[config.mk]
export PLATFORM = sky130hd
export DESIGN_NAME = busca_instrucao
export DESIGN_NICKNAME = d
export VERILOG_FILES = /design/src/rtl/defs_isa_pkg.sv /design/src/rtl/busca_instrucao.sv
export SDC_FILE = /design/constraint.sdc
export NUM_CORES = 1
export LEC_CHECK = 0
export ABC_CLOCK_PERIOD_IN_PS = 5850
export BUFFER_PORTS_ARGS = -buffer_cell sky130_fd_sc_hd__buf_2
export CORE_MARGIN = 2
export CORE_UTILIZATION = 49
export DETAILED_ROUTE_END_ITERATION = 16
export PLACE_DENSITY = 0.76
export SYNTH_ARGS = -nofsm -noshare
export SYNTH_HDL_FRONTEND = slang
export SYNTH_SLANG_ARGS = --single-unit
[constraint.sdc]
create_clock -name clock -period 5.85 [get_ports clock]
set_input_delay 1.17 -clock clock [delete_from_list [all_inputs] [get_ports clock]]
set_output_delay 1.17 -clock clock [all_outputs]
set_load 0.02 [all_outputs]
[src/rtl/defs_isa_pkg.sv]
// ---------------------------------------------------------------------------
// defs_isa: ISA definitions shared by the fetch unit and its neighbours.
//  - opcode constants (5-bit field at [OPC_MSB:OPC_LSB])
//  - fetch-unit FSM state encoding (WAIT / BUSCA / HALT)
//  - small helpers to pull the opcode out of a word and classify it
// ---------------------------------------------------------------------------
package defs_isa;

  localparam int OPC_MSB = 31;
  localparam int OPC_LSB = 27;

  localparam logic [4:0] OP_DESVIO = 5'd12;
  localparam logic [4:0] OP_SALTO  = 5'd16;
  localparam logic [4:0] OP_FIM    = 5'd18;
  localparam logic [4:0] OP_JR     = 5'd27;

  // Fetch FSM encoding; 2'd3 is unused and recovers to WAIT.
  localparam logic [1:0] ST_WAIT  = 2'd0;
  localparam logic [1:0] ST_BUSCA = 2'd1;
  localparam logic [1:0] ST_HALT  = 2'd2;

  // Opcode field of an instruction word.
  function automatic logic [4:0] opcode_de(input logic [31:0] palavra);
    return palavra[OPC_MSB:OPC_LSB];
  endfunction

  // Opcodes that execute resolves into a redirect (branch or JR).
  function automatic logic e_redirecionamento(input logic [4:0] op);
    return (op == OP_DESVIO) || (op == OP_JR);
  endfunction

endpackage

[src/rtl/busca_instrucao.sv]
// ---------------------------------------------------------------------------
// busca_instrucao: instruction fetch unit, reading end of memoriaDeInstrucoes.
//  Owns the PC, presents it as the word address, captures the returned word
//  into the IR and hands it to decode over a valid/ready handshake.
//  Unconditional jumps are folded here (never reach decode), HALT stops
//  fetching, and execute may redirect with desvio/alvo_desvio.
// Ports:
//  clock          in   rising-edge clock, shared with the instruction memory
//  reset          in   asynchronous reset, active-low
//  endereco       out  word address to memory (= PC)
//  instrucao      in   memory word, combinational in the same cycle
//  instr_saida    out  IR contents to decode
//  pc_saida       out  address the IR word was fetched from
//  instr_valida   out  IR holds a valid word
//  instr_pronta   in   decode accepts the IR this cycle
//  desvio         in   taken branch / JR redirect pulse
//  alvo_desvio    in   redirect target
//  parado         out  unit is in HALT
//  contador_busca out  words delivered to decode (wraps)
// ---------------------------------------------------------------------------
module busca_instrucao
  import defs_isa::*;
#(
  parameter logic [31:0] PC_INICIAL   = 32'd1,
  parameter int unsigned ESPERA_CARGA = 2,
  parameter int unsigned LARGURA_END  = 10
) (
  input  logic        clock,
  input  logic        reset,
  output logic [31:0] endereco,
  input  logic [31:0] instrucao,
  output logic [31:0] instr_saida,
  output logic [31:0] pc_saida,
  output logic        instr_valida,
  input  logic        instr_pronta,
  input  logic        desvio,
  input  logic [31:0] alvo_desvio,
  output logic        parado,
  output logic [31:0] contador_busca
);

  localparam int unsigned W_ESPERA = (ESPERA_CARGA > 1) ? $clog2(ESPERA_CARGA) : 1;
  localparam logic [W_ESPERA-1:0] ESPERA_ULTIMO = W_ESPERA'(ESPERA_CARGA - 1);

  // The memory only decodes LARGURA_END bits; wider PCs alias on purpose,
  // so the parameter only needs to be a sane address width.
  if (LARGURA_END < 1 || LARGURA_END > 32 || ESPERA_CARGA < 1) begin : g_param_invalido
    $error("busca_instrucao: invalid LARGURA_END or ESPERA_CARGA");
  end

  logic [31:0]         pc_r, pc_s;
  logic [31:0]         ir_r, ir_s;
  logic [31:0]         pc_ir_r, pc_ir_s;
  logic [31:0]         contador_r, contador_s;
  logic                valida_r, valida_s;
  logic                parado_r, parado_s;
  logic [1:0]          estado_r, estado_s;
  logic [W_ESPERA-1:0] espera_r, espera_s;

  logic                transf_s;
  logic                ir_livre_s;
  logic [4:0]          op_s;

  assign transf_s   = valida_r & instr_pronta;
  assign ir_livre_s = ~valida_r | transf_s;
  assign op_s       = opcode_de(instrucao);

  // Next-state logic for PC, IR, handshake flags, FSM and delivery counter.
  always_comb begin
    pc_s     = pc_r;
    ir_s     = ir_r;
    pc_ir_s  = pc_ir_r;
    valida_s = valida_r;
    parado_s = parado_r;
    estado_s = estado_r;
    espera_s = espera_r;

    // A transfer counts even in the cycle a redirect flushes the IR.
    if (transf_s) begin
      contador_s = contador_r + 32'd1;
    end else begin
      contador_s = contador_r;
    end

    if (desvio && (estado_r != ST_WAIT)) begin
      // Redirect outranks everything, including a speculative HALT.
      pc_s     = alvo_desvio;
      valida_s = 1'b0;
      parado_s = 1'b0;
      estado_s = ST_BUSCA;
    end else begin
      case (estado_r)
        ST_WAIT: begin
          // A redirect arriving while memory initialises only moves the PC.
          if (desvio) begin
            pc_s = alvo_desvio;
          end else begin
            pc_s = pc_r;
          end
          if (transf_s) begin
            valida_s = 1'b0;
          end else begin
            valida_s = valida_r;
          end
          if (espera_r == ESPERA_ULTIMO) begin
            espera_s = '0;
            estado_s = ST_BUSCA;
          end else begin
            espera_s = espera_r + W_ESPERA'(1);
            estado_s = ST_WAIT;
          end
        end

        ST_BUSCA: begin
          if (ir_livre_s) begin
            case (op_s)
              OP_SALTO: begin
                // Folded jump: costs one fetch slot, IR drains or stays empty.
                pc_s     = {5'b0, instrucao[26:0]};
                valida_s = 1'b0;
              end
              OP_FIM: begin
                ir_s     = instrucao;
                pc_ir_s  = pc_r;
                valida_s = 1'b1;
                parado_s = 1'b1;
                estado_s = ST_HALT;
              end
              default: begin
                ir_s     = instrucao;
                pc_ir_s  = pc_r;
                valida_s = 1'b1;
                pc_s     = pc_r + 32'd1;
              end
            endcase
          end else begin
            // Stall: decode has not taken the IR yet, hold everything.
            pc_s     = pc_r;
            valida_s = valida_r;
          end
        end

        ST_HALT: begin
          // The HALT word itself may still drain to decode.
          if (transf_s) begin
            valida_s = 1'b0;
          end else begin
            valida_s = valida_r;
          end
        end

        default: begin
          valida_s = 1'b0;
          parado_s = 1'b0;
          espera_s = '0;
          estado_s = ST_WAIT;
        end
      endcase
    end
  end

  // State registers with asynchronous active-low reset.
  always_ff @(posedge clock or negedge reset) begin
    if (!reset) begin
      pc_r       <= PC_INICIAL;
      ir_r       <= 32'd0;
      pc_ir_r    <= 32'd0;
      valida_r   <= 1'b0;
      parado_r   <= 1'b0;
      contador_r <= 32'd0;
      estado_r   <= ST_WAIT;
      espera_r   <= '0;
    end else begin
      pc_r       <= pc_s;
      ir_r       <= ir_s;
      pc_ir_r    <= pc_ir_s;
      valida_r   <= valida_s;
      parado_r   <= parado_s;
      contador_r <= contador_s;
      estado_r   <= estado_s;
      espera_r   <= espera_s;
    end
  end

  assign endereco       = pc_r;
  assign instr_saida    = ir_r;
  assign pc_saida       = pc_ir_r;
  assign instr_valida   = valida_r;
  assign parado         = parado_r;
  assign contador_busca = contador_r;

endmodule

== Word level (Yosys, flattened, before mapping) ==
Index checks and enable logic that the tools add are counted.

* Output and inout port bits: 130
* Register bits after elaboration: 133
* Logic and storage cells: 61

* Bitwise operators: 6
* Eq/ne operators: 11
* Add/sub/neg operators: 3
* Reductions and logical operators: 12
* Multiplexer cells: 21

{| class="wikitable"
|+ Operator list
! operator !! count
|-
| 32-bit one-hot mux with 2 select lines || 2
|-
| 32-bit two-way mux || 3
|-
| 32-bit by 1-bit adder with 32-bit output (second input constant) || 2
|-
| 5-bit equality test (second input constant) || 2
|-
| 1-bit two-way mux || 9
|-
| 3-bit != test (second input constant) || 3
|-
| 4-bit AND reduction || 2
|-
| 2-bit two-way mux || 3
|-
| 1-bit one-hot mux with 2 select lines || 3
|-
| 2-bit one-hot mux with 3 select lines || 1
|-
| 3-bit AND reduction || 2
|-
| 1-bit NOT || 4
|-
| 2-bit AND reduction || 2
|-
| 2-bit OR reduction || 2
|-
| 3-bit by 1-bit != test with 1-bit output (second input constant) || 1
|-
| 3-bit by 2-bit != test with 1-bit output (second input constant) || 1
|-
| 3-bit nonzero test || 1
|-
| 2-bit by 1-bit equality test with 1-bit output (second input constant) || 1
|-
| 2-bit equality test (second input constant) || 1
|-
| 2-bit logical NOT || 1
|-
| 2-bit by 1-bit != test with 1-bit output (second input constant) || 1
|-
| 2-bit != test (second input constant) || 1
|-
| 2-bit nonzero test || 1
|-
| 1-bit adder (second input constant) || 1
|-
| 3 further kinds || 3
|}

== Depth between registers and ports, before layout ==
Gate-level depths: netlist of the first run.

* Depth in word-level cells: 5
* Mapped depth: 9
* Gate-level depth less buffers: 7

== Worst setup path before layout of the first run ==
No wires, ideal clock.

* Kind: input-to-reg
* From: input port instrucao[27]
* To: register ir_r[31] (netlist: instr_saida[31])
* Setup slack: 2873 ps
* Cell stages on the path: 6
* Path buffers: 1
* Arrival time: 2852 ps
* Required time: 5725 ps
* Library setup time: 125 ps
* Cells stage by stage: or4b_1 > nor2_2 > nor2_1 > nand2_2 > buf_2 > mux2_2

* Cells in the longest elaborated chain, start to end: 3

{| class="wikitable"
|+ RTL lines
! what !! RTL line !! RTL
|-
| start, declared || busca_instrucao.sv:31 || <nowiki>input logic [31:0] instrucao,</nowiki>
|-
| 5-bit equality test || busca_instrucao.sv:116 || <nowiki>case (op_s)</nowiki>
|-
| 1-bit NOT (no line) || -- ||
|-
| 4-bit AND reduction (no line) || -- ||
|-
| end signal, assigned || busca_instrucao.sv:175 || <nowiki>ir_r <= ir_s;</nowiki>
|-
| end, declared || busca_instrucao.sv:52 || <nowiki>logic [31:0] ir_r, ir_s;</nowiki>
|}

No other way between the ends.
A chain may end at the register's enable or synchronous reset.

== Worst setup path after layout of the first run ==
* From: input port instrucao[27]
* To: register ir_r[2] (netlist: instr_saida[2])

Same word-level chain as after synthesis.

==> flow_summary.json, run 1 <==
{
  "rows": 42,
  "drive_gt1_frac": 0.3681,
  "reg2reg_depth": 8,
  "grt_pass1_vias": 5555,
  "syn_area_per_cell_um2": 10.57,
  "dp_hpwl_mm": 12.24,
  "postCtsHoldBufs": 0,
  "htreeDepth": 4,
  "rrSetupSlack_ns": 2.95,
  "fillers": 1061,
  "cp_cell_sequence": "buf_2, or4b_1, nor2_2, nor2_1, nand2_2, buf_4, mux2_2",
  "path_max_fanout": 38,
  "critPathKind": "primary input to flip-flop",
  "numCtsBuffers": 17,
  "core_area_mm2": 0.01309,
  "grt_pass1_wl_mm": 28.31,
  "post-route-util": 0.6255,
  "cts.repair.resized": 0,
  "drt-vias-per-instance": 5.644,
  "mappedNetlistArea_mm2": 0.006490,
  "synth_top_area_cell": "dfrtp_1",
  "synth_ff_type": "dfrtp_1",
  "max_stage_delay_ns": 0.62,
  "ys_async_sr_fraction": 1.000,
  "required_ns": 6.15,
  "r2r_end": "instr_saida[2]$_DFFE_PN0P_",
  "p_per_area_mw_per_mm2": 588.6,
  "fin_ws_ns": 1.796,
  "ys_top_cells_by_area": "dfrtp_1, mux2_2, xnor2_1, nand2_1, nor2_1",
  "final_common_cell": "buf_2",
  "area_delta_synth_final_pct": 26.10,
  "grtUsageTotal": 0.2527,
  "cts_post_setup_buffers_inserted": 0,
  "synth.distinct_cells": 55,
  "irDropWorstVdd_mv": 0.3243,
  "max_freq_mhz": 246.7,
  "cts_root_buf": "clkbuf_16",
  "finalWeightedCongestion": 0.8178,
  "maxSlewViolCount": 0,
  "synth_nets": 687,
  "tightest_slew_ns": 1.103,
  "grt_setup_unrepaired": "no",
  "timing.rr.start": "estado_r[0]$_DFFE_PN0P_",
  "wl_per_cell_um": 17.42,
  "drc": 0,
  "path_clk_slew_ns": 0.06,
  "maxCapViolCount": 0,
  "clk_latency_ns": 0.42,
  "multiInputGateArea_mm2": 0.002973,
  "instances_no_fill": 991,
  "finalSetupViolations": 0,
  "antenna_cells": 0,
  "nets": 875,
  "vias": 5593,
  "fin_worst_skew_ns": 0.007350,
  "start_util": 0.4960,
  "drt_wl_total_mm": 17.26,
  "cp.arrival_ns": 4.36,
  "tritoncts": "yes",
  "grt_remaining_overflow": 0,
  "antenna_found_initial": 1,
  "synth_top_area_frac": 0.5090,
  "pre_cts_ws_ns": 1.324,
  "die_h_um": 119.1,
  "slew_headroom": 0.2644,
  "hold_viol_final": 0,
  "ys_ff_latch": 133,
  "fin_crit_sh": 0.6929,
  "startpoint_type": "primary input",
  "hold_path_class": "flip-flop to flip-flop",
  "regArea_mm2": 0.003329,
  "p_leak_nw": 3.843,
  "ios": 198,
  "ys_seq_area_frac": 0.5130,
  "drt_iter0_markers": 328,
  "dr.pass1.iters": 4,
  "grt_max_degree": 78,
  "synth_warnings": 0,
  "netlist_instances": 614,
  "cp-end-kind": "flip-flop",
  "die-area_mm2": 0.01418,
  "finalSetupTns_ns": 0,
  "period_minus_slack_ns": 4.054,
  "numClockSinks": 133,
  "worstSetupEndpoint": "instr_saida[2]$_DFFE_PN0P_",
  "mostFrequentLayoutCells": "buf_2, dfrtp_1, mux2_2",
  "dpl.cell_count": 959,
  "cp-startpoint": "instrucao[27]",
  "antenna_left": 0,
  "synth_edf_count": 0,
  "status": "finished, final reports clean",
  "cts.path.max_buffers": 2,
  "die_w_um": 119.1,
  "slowest_stage": "or4b_1",
  "portBuffers": 197
}
-- cells in the mapped netlist (6+ instances only) --
| cell type | instances |
|---|---|
| dfrtp_1 | 132 |
| mux2_2 | 60 |
| nand2_1 | 54 |
| nor2_1 | 39 |
| xnor2_1 | 34 |
| nand3_1 | 28 |
| a21oi_1 | 27 |
| o21ai_0 | 25 |
| clkbuf_1 | 21 |
| nand4_1 | 21 |
| nor3_1 | 15 |
| inv_1 | 14 |
| o211ai_1 | 12 |
| xor2_1 | 12 |
| o22ai_1 | 11 |
| and3_1 | 10 |
| buf_2 | 9 |
| nor4_1 | 9 |
| o31ai_1 | 6 |
-- power by group --
group          internal (W)  total [W]  switching [W]  leakage [nW]
Sequential          0.00129    0.00168       0.000389          1.63
Clock              0.000648    0.00103       0.000386         0.278
Combinational      0.000856    0.00210        0.00124          1.94
-- area by class of cell --
class | count | share of cell area
sequential | 133 | 0.4068
multi-input combinational | 433 | 0.3632
timing repair buffer | 203 | 0.1267
clock buffer | 24 | 0.05764
tap | 176 | 0.02691
clock inverter | 8 | 0.01223
inverter | 14 | 0.006421
-- routing by layer --
metal	wire length [um]	track usage	vias up
li1	-	-	2600
met1	7559	0.3336	2708
met2	8068	0.4027	246
met3	1235	0.06370	37
met4	383	0.09598	2
met5	11	0	-
-- worst min-delay path by stage --
stage	start	endpoint	slack [ns]	cells past startpoint
6_report	contador_busca[31]$_DFFE_PN0P_	contador_busca[31]$_DFFE_PN0P_	0.48	1
5_1_grt	contador_busca[26]$_DFFE_PN0P_	contador_busca[26]$_DFFE_PN0P_	0.50	1
4_1_cts	contador_busca[17]$_DFFE_PN0P_	contador_busca[17]$_DFFE_PN0P_	0.49	1
3_5_place_dp	contador_busca[17]$_DFFE_PN0P_	contador_busca[17]$_DFFE_PN0P_	0.48	1
3_3_place_gp	contador_busca[31]$_DFFE_PN0P_	contador_busca[31]$_DFFE_PN0P_	0.46	1
2_1_floorplan	espera_r$_DFFE_PN0P_	estado_r[0]$_DFFE_PN0P_	0.48	2
-- through the flow --
stage	hold slack, ns	total power (W)	instance area [um^2]
final	0.4816	0.004817	8184
after global routing	0.4997	0.005107	8184
after CTS	0.4872	0.004845	8184
after detailed placement	0.4799	0.003793	7612
after global placement	0.4572	0.003705	7612
after floorplan	0.4837	0.003081	6490
-- logic make-up (layout without fill, tap and decap cells) --
logic type | count (synthesis) | in the layout | share of synthesized area
DFF | 133 | 133 | 0.5130
AOI/OAI and AO/OA | 111 | 111 | 0.1109
buffers and inverters | 48 | 249 | 0.02950
muxes | 67 | 67 | 0.1159
and+or+nand+nor | 204 | 204 | 0.1591
xor gates and xnor gates | 46 | 46 | 0.06208
adders and majority gates | 5 | 5 | 0.009639
-- flip-flops by register name, indices dropped and copies added (netlist names) --
signal / count
contador_busca: 32
endereco: 32
instr_saida: 32
pc_saida: 32
estado_r: 2
espera_r: 1
instr_valida: 1
parado: 1
-- critical path: cells and delay by family --
family	cells	cell delay (ns)
multiplexers	1	0.40
buffers and inverters	2	0.65
AND/OR/NAND/NOR	4	2.09
Power figures use the tool's default switching activity.
==> run 2: changes to the inputs <==
--- a/config.mk
+++ b/config.mk
@@ -5,10 +5,11 @@
 export SDC_FILE = /design/constraint.sdc
 export NUM_CORES = 1
 export LEC_CHECK = 0
-export ABC_CLOCK_PERIOD_IN_PS = 5850
+export ABC_AREA = 1
+export ABC_CLOCK_PERIOD_IN_PS = 3300
 export BUFFER_PORTS_ARGS = -buffer_cell sky130_fd_sc_hd__buf_2
 export CORE_MARGIN = 2
-export CORE_UTILIZATION = 49
+export CORE_UTILIZATION = 48
 export DETAILED_ROUTE_END_ITERATION = 16
 export PLACE_DENSITY = 0.76
 export SYNTH_ARGS = -nofsm -noshare
==> constraint.sdc (replaced) <==
create_clock -name clock -period 3.3 [get_ports clock]
set_input_delay 0.66 -clock clock [delete_from_list [all_inputs] [get_ports clock]]
set_output_delay 0.66 -clock clock [all_outputs]
set_load 0.02 [all_outputs]
==> run 2 against run 1 <==
Against the previous run: design area grew 9.2%; cell count grew 34%; non-clock buffer count grew 1; sequential power grew 73%.
==> flow_summary.json, run 2 <==
{
  "portBuffers": 197,
  "numClockSinks": 133,
  "synth.distinct_cells": 36,
  "timing.rr.start": "estado_r[1]$_DFFE_PN0P_",
  "grt_remaining_overflow": 0,
  "grt_pass1_wl_mm": 33.40,
  "slew_headroom": 0.5791,
  "antenna_found_initial": 0,
  "ios": 198,
  "die_h_um": 126.6,
  "tritoncts": "yes",
  "drc": 0,
  "mappedNetlistArea_mm2": 0.007217,
  "antenna_left": 0,
  "whs_ns": 0.2428,
  "instances_no_fill": 1327,
  "slowest_stage": "buf_4",
  "ys_ff_latch": 133,
  "irDropWorstVdd_mv": 0.4622,
  "max_stage_delay_ns": 0.42,
  "regArea_mm2": 0.003329,
  "synth_edf_count": 0,
  "ys_seq_area_frac": 0.4613,
  "p_per_area_mw_per_mm2": 981.0,
  "vias": 6944,
  "start_util": 0.4947,
  "postCtsHoldBufs": 0,
  "r2r_end": "instr_saida[5]$_DFFE_PN0P_",
  "maxSlewViolCount": 0,
  "ys_top_cells_by_count": "nand2_1, dfrtp_1, inv_1",
  "finalSetupViolations": 0,
  "die_w_um": 126.6,
  "dpl.cell_count": 1296,
  "area_delta_synth_final_pct": 23.82,
  "syn_area_per_cell_um2": 7.719,
  "drt_wl_total_mm": 20.56,
  "synth_ff_type": "dfrtp_1",
  "grt_pass1_vias": 6640,
  "rrSetupSlack_ns": 0.55,
  "dr.pass1.iters": 5,
  "synth_nets": 1008,
  "antenna_cells": 0,
  "startpoint_type": "flip-flop",
  "nets": 1204,
  "tightest_slew_ns": 0.6314,
  "p_leak_nw": 4.736,
  "status": "finished, final reports clean",
  "cts_root_buf": "clkbuf_16",
  "synth_top_area_frac": 0.4577,
  "rows": 44,
  "period_minus_slack_ns": 2.752,
  "grtUsageTotal": 0.2634,
  "synth_warnings": 0,
  "path_clk_slew_ns": 0.06,
  "dp_hpwl_mm": 15.48,
  "drt_iter0_markers": 643,
  "hold_viol_final": 0,
  "path_common_cell": "nand2_4",
  "htreeDepth": 4,
  "ys_async_sr_fraction": 1.000,
  "numCtsBuffers": 17,
  "final_common_cell": "nand2_1",
  "fillers": 1341,
  "cp_cell_sequence": "inv_1, ha_1, inv_2, nand2_2, nand2_4, inv_2, nand2_4, inv_4, nand2_4, buf_4, nand2_1, o21ai_0",
  "fin_worst_skew_ns": 0.01171,
  "core_area_mm2": 0.01459,
  "reg2reg_depth": 12,
  "cts_post_setup_buffers_inserted": 0,
  "cts.repair.resized": 0,
  "max_freq_mhz": 363.4,
  "finalSetupTns_ns": 0,
  "yosysMostFrequentCell": "nand2_1",
  "grt_max_degree": 70,
  "maxCapViolCount": 0,
  "clk_latency_ns": 0.42,
  "drive_gt1_frac": 0.2450,
  "drt-vias-per-instance": 5.233,
  "cp.arrival_ns": 3.03,
  "finalWeightedCongestion": 0.9369,
  "synth_top_area_cell": "dfrtp_1",
  "critPathKind": "flip-flop to flip-flop",
  "multiInputGateArea_mm2": 0.003302,
  "hold_path_class": "primary input to async pin",
  "ys_top_cells_by_area": "dfrtp_1, nand2_1, o21ai_0, inv_1, nor2_1",
  "mostFrequentLayoutCells": "nand2_1, buf_2, dfrtp_1",
  "grt_setup_unrepaired": "no",
  "path_max_fanout": 59,
  "fin_crit_sh": 0.8339,
  "required_ns": 3.58,
  "cp-end-kind": "flip-flop",
  "die-area_mm2": 0.01603,
  "netlist_instances": 935,
  "wl_per_cell_um": 15.49,
  "cts.path.max_buffers": 2
}
==> run 2: layout make-up <==
cell class / count / share of cell area
clock buffers: 19 / 0.04957
repair buffers: 204 / 0.1169
multi-input cells: 661 / 0.3695
inverters: 114 / 0.04831
flip-flops and latches: 133 / 0.3726
well taps: 184 / 0.02576
clock inverters: 12 / 0.01736
==> run 2: kinds of logic after synthesis <==
logic type | after synthesis | synth area share
XOR/XNOR | 28 | 0.03398
buffers and inverters | 141 | 0.08114
AO/OA/AOI/OAI | 151 | 0.1103
adder cells (fa/ha/maj) | 5 | 0.008669
flip-flops | 133 | 0.4613
AND/OR/NAND/NOR | 465 | 0.2859
multiplexers | 12 | 0.01872
==> run 2: stage by stage <==
step / utilization / setup slack [ns] / total power (W) / instance area (um^2)
after global routing: 0.6125 / 0.2169 / 0.009426 / 8936
after global placement: 0.5715 / 0.6044 / 0.006753 / 8338
after detailed placement: 0.5715 / 0.5111 / 0.006840 / 8338
after floorplan: - / 1.442 / 0.005548 / 7217
after CTS: 0.6125 / 0.5329 / 0.008791 / 8936
final: 0.6125 / 0.5480 / 0.008766 / 8936
==> run 2: worst max-delay path by stage <==
stage	end	cells past startpoint	from	slack, ns
after detailed placement	pc_saida[19]$_DFFE_PN0P_	8	instrucao[30]	0.51
after CTS	instr_saida[5]$_DFFE_PN0P_	12	estado_r[0]$_DFFE_PN0P_	0.53
after global routing	pc_saida[28]$_DFFE_PN0P_	12	estado_r[0]$_DFFE_PN0P_	0.22
final	instr_saida[5]$_DFFE_PN0P_	12	estado_r[1]$_DFFE_PN0P_	0.55
after global placement	instr_saida[4]$_DFFE_PN0P_	10	desvio	0.60
after floorplan	instr_saida[1]$_DFFE_PN0P_	7	instrucao[30]	1.44
==> run 2: per-layer routing <==
layer / global-route usage / routed length (um) / vias to the layer above
li1: - / - / 3396
met2: 0.4115 / 9404 / 253
met4: 0.08856 / 402 / 0
met1: 0.3699 / 9200 / 3269
met5: 0 / 0 / -
met3: 0.05188 / 1548 / 26
==> run 2: worst max-delay path: cells and delay by family (launching register included) <==
family / cells / cell delay [ns]
buffers and inverters: 5 / 1.06
adder cells (fa/ha/maj): 1 / 0.20
flip-flops: 1 / 0.41
AO/OA/AOI/OAI: 1 / 0.09
AND/OR/NAND/NOR: 5 / 0.82
==> run 2: where the power goes <==
group | internal [W] | switching [W]
clock network | 0.00120 | 0.000714
registers | 0.00229 | 0.000626
logic | 0.00127 | 0.00266
